--- src/rtl/mem_access_defs_pkg.sv ---
// rtl/mem_access_defs_pkg.sv - shared memory access size codes, LSU FSM states and alignment helper
package mem_access_defs_pkg;

  // Access size codes carried on MemRead/MemWrite, also decoded by the control unit
  localparam logic [1:0] SZ_NONE = 2'b00;
  localparam logic [1:0] SZ_WORD = 2'b01;
  localparam logic [1:0] SZ_HALF = 2'b10;
  localparam logic [1:0] SZ_BYTE = 2'b11;

  typedef enum logic [1:0] {
    ST_IDLE = 2'b00,
    ST_WAIT = 2'b01,
    ST_DONE = 2'b10
  } lsu_state_e;

  // A word must sit on a 4-byte boundary and a half on a 2-byte boundary
  function automatic logic is_misaligned(input logic [1:0] size, input logic [1:0] lo);
    return ((size == SZ_WORD) && (lo != 2'b00)) || ((size == SZ_HALF) && lo[0]);
  endfunction

endpackage

--- src/rtl/lsu_lane_align.sv ---
// rtl/lsu_lane_align.sv - little-endian byte enables, store replication and load sign-extension
module lsu_lane_align
  import mem_access_defs_pkg::*;
(
  input  logic [1:0]  st_size_i,
  input  logic [1:0]  st_addr_lo_i,
  input  logic [31:0] st_data_i,
  output logic [3:0]  st_be_o,
  output logic [31:0] st_wdata_o,
  input  logic [1:0]  ld_size_i,
  input  logic [1:0]  ld_addr_lo_i,
  input  logic [31:0] ld_raw_i,
  output logic [31:0] ld_data_o
);

  logic [7:0]  byte_sel;
  logic [15:0] half_sel;

  // Store side: lane enables from the low address bits, data replicated on every lane
  always_comb begin
    st_be_o    = 4'b0000;
    st_wdata_o = 32'h0;
    case (st_size_i)
      SZ_WORD: begin
        st_be_o    = 4'b1111;
        st_wdata_o = st_data_i;
      end
      SZ_HALF: begin
        st_be_o    = 4'b0011 << {st_addr_lo_i[1], 1'b0};
        st_wdata_o = {2{st_data_i[15:0]}};
      end
      SZ_BYTE: begin
        st_be_o    = 4'b0001 << st_addr_lo_i;
        st_wdata_o = {4{st_data_i[7:0]}};
      end
      default: ;
    endcase
  end

  // Load side: pick the addressed lane and sign-extend; a non-load yields zero
  always_comb begin
    byte_sel  = 8'h0;
    half_sel  = ld_addr_lo_i[1] ? ld_raw_i[31:16] : ld_raw_i[15:0];
    ld_data_o = 32'h0;
    case (ld_addr_lo_i)
      2'b00:   byte_sel = ld_raw_i[7:0];
      2'b01:   byte_sel = ld_raw_i[15:8];
      2'b10:   byte_sel = ld_raw_i[23:16];
      default: byte_sel = ld_raw_i[31:24];
    endcase
    case (ld_size_i)
      SZ_WORD: ld_data_o = ld_raw_i;
      SZ_HALF: ld_data_o = {{16{half_sel[15]}}, half_sel};
      SZ_BYTE: ld_data_o = {{24{byte_sel[7]}}, byte_sel};
      default: ;
    endcase
  end

endmodule

--- src/rtl/mem_stage_lsu.sv ---
// rtl/mem_stage_lsu.sv - MEM stage LSU with req/ack bus; LSU_MISALIGN_TRAP_EN enables the misalign trap
module mem_stage_lsu
  import mem_access_defs_pkg::*;
(
  input  logic        Clk,
  input  logic        Reset,
  input  logic [31:0] ALUResult_MEM,
  input  logic [31:0] rt_Register_Value_MEM,
  input  logic [1:0]  MemRead_MEM,
  input  logic [1:0]  MemWrite_MEM,
  input  logic        MemToReg_MEM,
  input  logic        RegWrite_MEM,
  input  logic [4:0]  RegDst1Result_MEM,
  output logic        mem_req,
  output logic        mem_we,
  output logic [31:0] mem_addr,
  output logic [31:0] mem_wdata,
  output logic [3:0]  mem_be,
  input  logic        mem_ack,
  input  logic [31:0] mem_rdata,
  output logic [31:0] ReadData_WB,
  output logic [31:0] ALUResult_WB,
  output logic [4:0]  RegDst1Result_WB,
  output logic        RegWrite_WB,
  output logic        MemToReg_WB,
  output logic        Stall_MEM,
  output logic        misalign
);

  lsu_state_e  state_q, state_d;
  logic        is_store, access, trap, stall;
  logic [1:0]  req_size, ld_size;
  logic [3:0]  st_be;
  logic [31:0] st_wdata, ld_data;

  logic        mem_req_q, mem_we_q;
  logic [31:0] mem_addr_q, mem_wdata_q;
  logic [3:0]  mem_be_q;

  logic [1:0]  op_size_q;
  logic [31:0] op_alu_q, rdata_q;
  logic [4:0]  op_rd_q;
  logic        op_regwrite_q, op_memtoreg_q;

  logic [31:0] read_data_wb_q, alu_wb_q;
  logic [4:0]  rd_wb_q;
  logic        regwrite_wb_q, memtoreg_wb_q;

  // A store wins over a read when both size fields are set
  assign is_store = (MemWrite_MEM != SZ_NONE);
  assign access   = is_store || (MemRead_MEM != SZ_NONE);
  assign req_size = is_store ? MemWrite_MEM : MemRead_MEM;
  assign ld_size  = mem_we_q ? SZ_NONE : op_size_q;

`ifdef LSU_MISALIGN_TRAP_EN
  logic misalign_q;
  assign trap = access && is_misaligned(req_size, ALUResult_MEM[1:0]);
  // Fault pulse for a misaligned access seen in IDLE; no bus request follows it
  always_ff @(posedge Clk) begin
    if (Reset) misalign_q <= 1'b0;
    else       misalign_q <= (state_q == ST_IDLE) && trap;
  end
  assign misalign = misalign_q;
`else
  assign trap     = 1'b0;
  assign misalign = 1'b0;
`endif

  lsu_lane_align u_lane (
    .st_size_i    (req_size),
    .st_addr_lo_i (ALUResult_MEM[1:0]),
    .st_data_i    (rt_Register_Value_MEM),
    .st_be_o      (st_be),
    .st_wdata_o   (st_wdata),
    .ld_size_i    (ld_size),
    .ld_addr_lo_i (op_alu_q[1:0]),
    .ld_raw_i     (mem_rdata),
    .ld_data_o    (ld_data)
  );

  // Next state and stall: the pipe is frozen from access detection until the ack is seen
  always_comb begin
    state_d = state_q;
    stall   = 1'b0;
    case (state_q)
      ST_IDLE: begin
        if (access && !trap) begin
          stall   = 1'b1;
          state_d = ST_WAIT;
        end
      end
      ST_WAIT: begin
        stall = 1'b1;
        if (mem_ack) state_d = ST_DONE;
      end
      ST_DONE: state_d = ST_IDLE;
      default: state_d = ST_IDLE;
    endcase
  end

  assign Stall_MEM = stall && !Reset;

  // State register plus bus request fields; fields stay put for the whole WAIT period
  always_ff @(posedge Clk) begin
    if (Reset) begin
      state_q       <= ST_IDLE;
      mem_req_q     <= 1'b0;
      mem_we_q      <= 1'b0;
      mem_addr_q    <= 32'h0;
      mem_wdata_q   <= 32'h0;
      mem_be_q      <= 4'b0000;
      op_size_q     <= SZ_NONE;
      op_alu_q      <= 32'h0;
      op_rd_q       <= 5'd0;
      op_regwrite_q <= 1'b0;
      op_memtoreg_q <= 1'b0;
      rdata_q       <= 32'h0;
    end else begin
      state_q <= state_d;
      if ((state_q == ST_IDLE) && access && !trap) begin
        mem_req_q     <= 1'b1;
        mem_we_q      <= is_store;
        mem_addr_q    <= {ALUResult_MEM[31:2], 2'b00};
        mem_wdata_q   <= is_store ? st_wdata : 32'h0;
        mem_be_q      <= st_be;
        op_size_q     <= req_size;
        op_alu_q      <= ALUResult_MEM;
        op_rd_q       <= RegDst1Result_MEM;
        op_regwrite_q <= RegWrite_MEM;
        op_memtoreg_q <= MemToReg_MEM;
      end else if ((state_q == ST_WAIT) && mem_ack) begin
        mem_req_q <= 1'b0;
        rdata_q   <= ld_data;
      end
    end
  end

  // MEM/WB register: bubble while stalled or trapped, completed op in DONE, else pass-through
  always_ff @(posedge Clk) begin
    if (Reset) begin
      read_data_wb_q <= 32'h0;
      alu_wb_q       <= 32'h0;
      rd_wb_q        <= 5'd0;
      regwrite_wb_q  <= 1'b0;
      memtoreg_wb_q  <= 1'b0;
    end else if (stall || trap) begin
      regwrite_wb_q <= 1'b0;
      memtoreg_wb_q <= 1'b0;
    end else if (state_q == ST_DONE) begin
      read_data_wb_q <= rdata_q;
      alu_wb_q       <= op_alu_q;
      rd_wb_q        <= op_rd_q;
      regwrite_wb_q  <= op_regwrite_q;
      memtoreg_wb_q  <= op_memtoreg_q;
    end else begin
      read_data_wb_q <= 32'h0;
      alu_wb_q       <= ALUResult_MEM;
      rd_wb_q        <= RegDst1Result_MEM;
      regwrite_wb_q  <= RegWrite_MEM;
      memtoreg_wb_q  <= MemToReg_MEM;
    end
  end

  assign mem_req          = mem_req_q;
  assign mem_we           = mem_we_q;
  assign mem_addr         = mem_addr_q;
  assign mem_wdata        = mem_wdata_q;
  assign mem_be           = mem_be_q;
  assign ReadData_WB      = read_data_wb_q;
  assign ALUResult_WB     = alu_wb_q;
  assign RegDst1Result_WB = rd_wb_q;
  assign RegWrite_WB      = regwrite_wb_q;
  assign MemToReg_WB      = memtoreg_wb_q;

endmodule
--- config.mk ---
export PLATFORM = sky130hd
export DESIGN_NAME = mem_stage_lsu
export DESIGN_NICKNAME = d
export VERILOG_FILES = /design/src/rtl/mem_access_defs_pkg.sv /design/src/rtl/lsu_lane_align.sv /design/src/rtl/mem_stage_lsu.sv
export SDC_FILE = /design/constraint.sdc
export NUM_CORES = 1
export LEC_CHECK = 0
export ABC_AREA = 1
export CAP_MARGIN = 30
export CORE_MARGIN = 3
export CORE_UTILIZATION = 50
export CTS_BUF_LIST = sky130_fd_sc_hd__clkbuf_2 sky130_fd_sc_hd__clkbuf_4 sky130_fd_sc_hd__clkbuf_8
export CTS_CLUSTER_DIAMETER = 40
export DETAILED_ROUTE_END_ITERATION = 6
export MAX_ROUTING_LAYER = met4
export PLACE_DENSITY_LB_ADDON = 0.12
export SYNTH_ARGS = -nofsm -noshare
export SYNTH_HDL_FRONTEND = slang
export SYNTH_SLANG_ARGS = --single-unit
export TNS_END_PERCENT = 30
--- constraint.sdc ---
create_clock -name Clk -period 2.7 [get_ports Clk]
set_input_delay 0.54 -clock Clk [delete_from_list [all_inputs] [get_ports Clk]]
set_output_delay 0.54 -clock Clk [all_outputs]
set_load 0.05 [all_outputs]
==> impl_metrics.ini <==
[clock_network]
cts_max_path_buffers = 2
cts_resized = 0
ctsHoldBuffers = 0
cts_tree = done
clk_pin_slew_ns = 0.09
clk_latency_ns = 0.47
clockRootBuffer = clkbuf_8
numCtsBuffers = 17
h-tree-depth = 4
clkSinkCount = 184
post-cts-setup-buffers = 0

[flow_run]
drv_cap = 0

[logic_synthesis]
synthCells = 1148
synth_top_area_cell = dfxtp_1
synth_commonest_cells = 452 x nand2_1, 184 x dfxtp_1, 89 x a21oi_1
synthTopCellsByArea = dfxtp_1 46%, nand2_1 21%, a21oi_1 5.5%
synth_xor_area_share_pct = 0
synth-compound-area-share_pct = 13.7
async_flop_share_pct = 0
synthSimpleGateAreaFrac_pct = 31.6
synth_top_area_share_pct = 45.7
yosysUniqueCellTypes = 23
synth_edf_count = 0
synthMuxAreaShare_pct = 0
ys_warn_count = 0
synth.most_common_cell = nand2_1
syn_avg_cell_area_um2 = 7.02
ys_seq_area_share_pct = 45.7
syn_area_um2 = 8050
synth_flop_cell = dfxtp_1
synth_top_family_by_area = simple AND/OR/NAND/NOR gates
ys_seq_elements = 184
synthAdderAreaFrac_pct = 0

[placement]
place_ws_ns = 0.166
port_buffers = 249
hpwlAfterDp_mm = 16.3
gp_congestion = 0.929
dpl-instance-area_um2 = 10400

[sta]
rsz0062_at_grt = false
fin_ws_ns = 0.308
slew_viol_final = 0
finalSetupTns_ns = 0
maxSlewHeadroom_pct = 46.4
clock-skew-final_ns = 0.0123
worst_slew_pin_slew_ns = 0.803
finalCritPeriodShare_pct = 88.6
clock.fmax_ghz = 0.418
setup_viol = 0
hold_viol_final = 0
fin_crit_ns = 2.39

[grt]
grt_pass1_wl_mm = 37.9
grt_pass1_vias = 7545
grt_max_degree = 90
grtUsageMet3_pct = 6.84
grt_util_all_layers_pct = 26.9
overflow = 0
antenna_found_initial = 0
busiest_layer = met2
use_met2_pct = 40.7
grt_use_met1_pct = 35.4

[route]
wire_per_inst_um = 15.0
dr_total_vias = 7923
firstDrtPassIters = 6
routed_wl_mm = 23.4
route.detailed.drc = 0
drt_iter0_drc = 593
viasPerCell = 5.09
ant_nets = 0

[floorplanning]
start_util_pct = 52.0
rows = 45
fp.dieW_um = 133
die_h_um = 133
die_area_um2 = 17700
core-area_um2 = 15500
io-pin-count = 253

[critical_path]
worst_ep_arrival_time_ns = 1.85
cp-start-kind = input pin
crit_path_end_kind = output pin
crit_fanout = 3
crit_type = in2out
worstPathRequired_ns = 2.16

[power_and_ir_drop]
power_density_nw_per_um2 = 623
leakagePower_nw = 4.61
ir_drop_mv = 0.381
power_mw = 6.76

[finish]
nFillCells = 1358
n_antenna_cell = 0
fin_nets = 1444
area_growth_pct = 34.7
drive_gt1_share_pct = 7.20
stdcell_area_um2 = 10800

[hold_path]
hold_path.class = reg2reg

[outcome]
status = completed
cell families (layout without fill, tap and decap cells):
group | after synthesis | in the layout
DFF | 184 | 184
buffers and inverters | 140 | 337
AOI/OAI and AO/OA | 194 | 194
and+or+nand+nor | 629 | 629
other | 1 | 3
final timing paths:
check | slack (ns) | endpoint | from | depth (start not counted)
min | 0.45 | RegDst1Result_WB[3]$_SDFFE_PP0N_ | RegDst1Result_WB[3]$_SDFFE_PP0N_ | 2
max reg2reg | 0.89 | rdata_q[31]$_SDFFE_PP0P_ | op_size_q[1]$_SDFFE_PP0P_ | 8
min reg2reg | 0.45 | RegDst1Result_WB[3]$_SDFFE_PP0N_ | RegDst1Result_WB[3]$_SDFFE_PP0N_ | 2
max | 0.31 | Stall_MEM | MemWrite_MEM[0] | 8
per-stage QoR:
stage	hold WS [ns]	std cells	utilization [%]
2_1_floorplan	0.430	1150	-
3_3_place_gp	0.436	1526	67.4
3_5_place_dp	0.439	1526	67.4
4_1_cts	0.456	1558	70.1
5_1_grt	0.472	1558	70.1
6_report	0.452	1558	70.1
state kept, by name, indices dropped and copies added, names as in the netlist, 2 cells and up:
register	flops
ALUResult_WB	32
ReadData_WB	32
mem_wdata	32
op_alu_q	32
rdata_q	32
RegDst1Result_WB	5
op_rd_q	5
mem_be	4
op_size_q	2
state_q	2
layout by cell type, fill, tap and decap left out, drive strengths merged:
master,instances
nand2,456
clkdlybuf4s50,247
nor3,1
conb,3
clkinv,7
bufinv,2
or2,29
a21oi,91
inv,40
o211ai,47
o21ai,56
buf,21
clkinvlp,2
dfxtp,184
nand3,68
nor2,75
clkbuf,18
worst max-delay path, cell delays in order:
cell             delay [ns]
clkdlybuf4s50_1        0.45
nor2_1                 0.17
nand2_1                0.13
nand2_2                0.12
nand2_2                0.09
nand2_1                0.08
inv_1                  0.10
buf_12                 0.17
cell type report:
class	count	area, um2	share of cell area [%]
inverter	37	139	1.28
clock inverter	14	161	1.49
clock buffer	18	248	2.28
sequential	184	3680	34.0
timing repair buffer	268	2680	24.7
tap	211	264	2.43
multi-input combinational	826	3670	33.9
report_power, final:
group          internal (mW)  total [mW]  switching [mW]
registers               2.90        3.02           0.120
logic                  0.631        1.82            1.19
clock network          0.870        1.92            1.05
total                   4.40        6.76            2.36
layer usage:
layer,part of all wire [%],wire length (um)
met2,46,10700
met1,45,10400
met5,0,0
met3,7.7,1800
met4,2.1,493
Note: power is estimated with default switching activity, not from simulation.
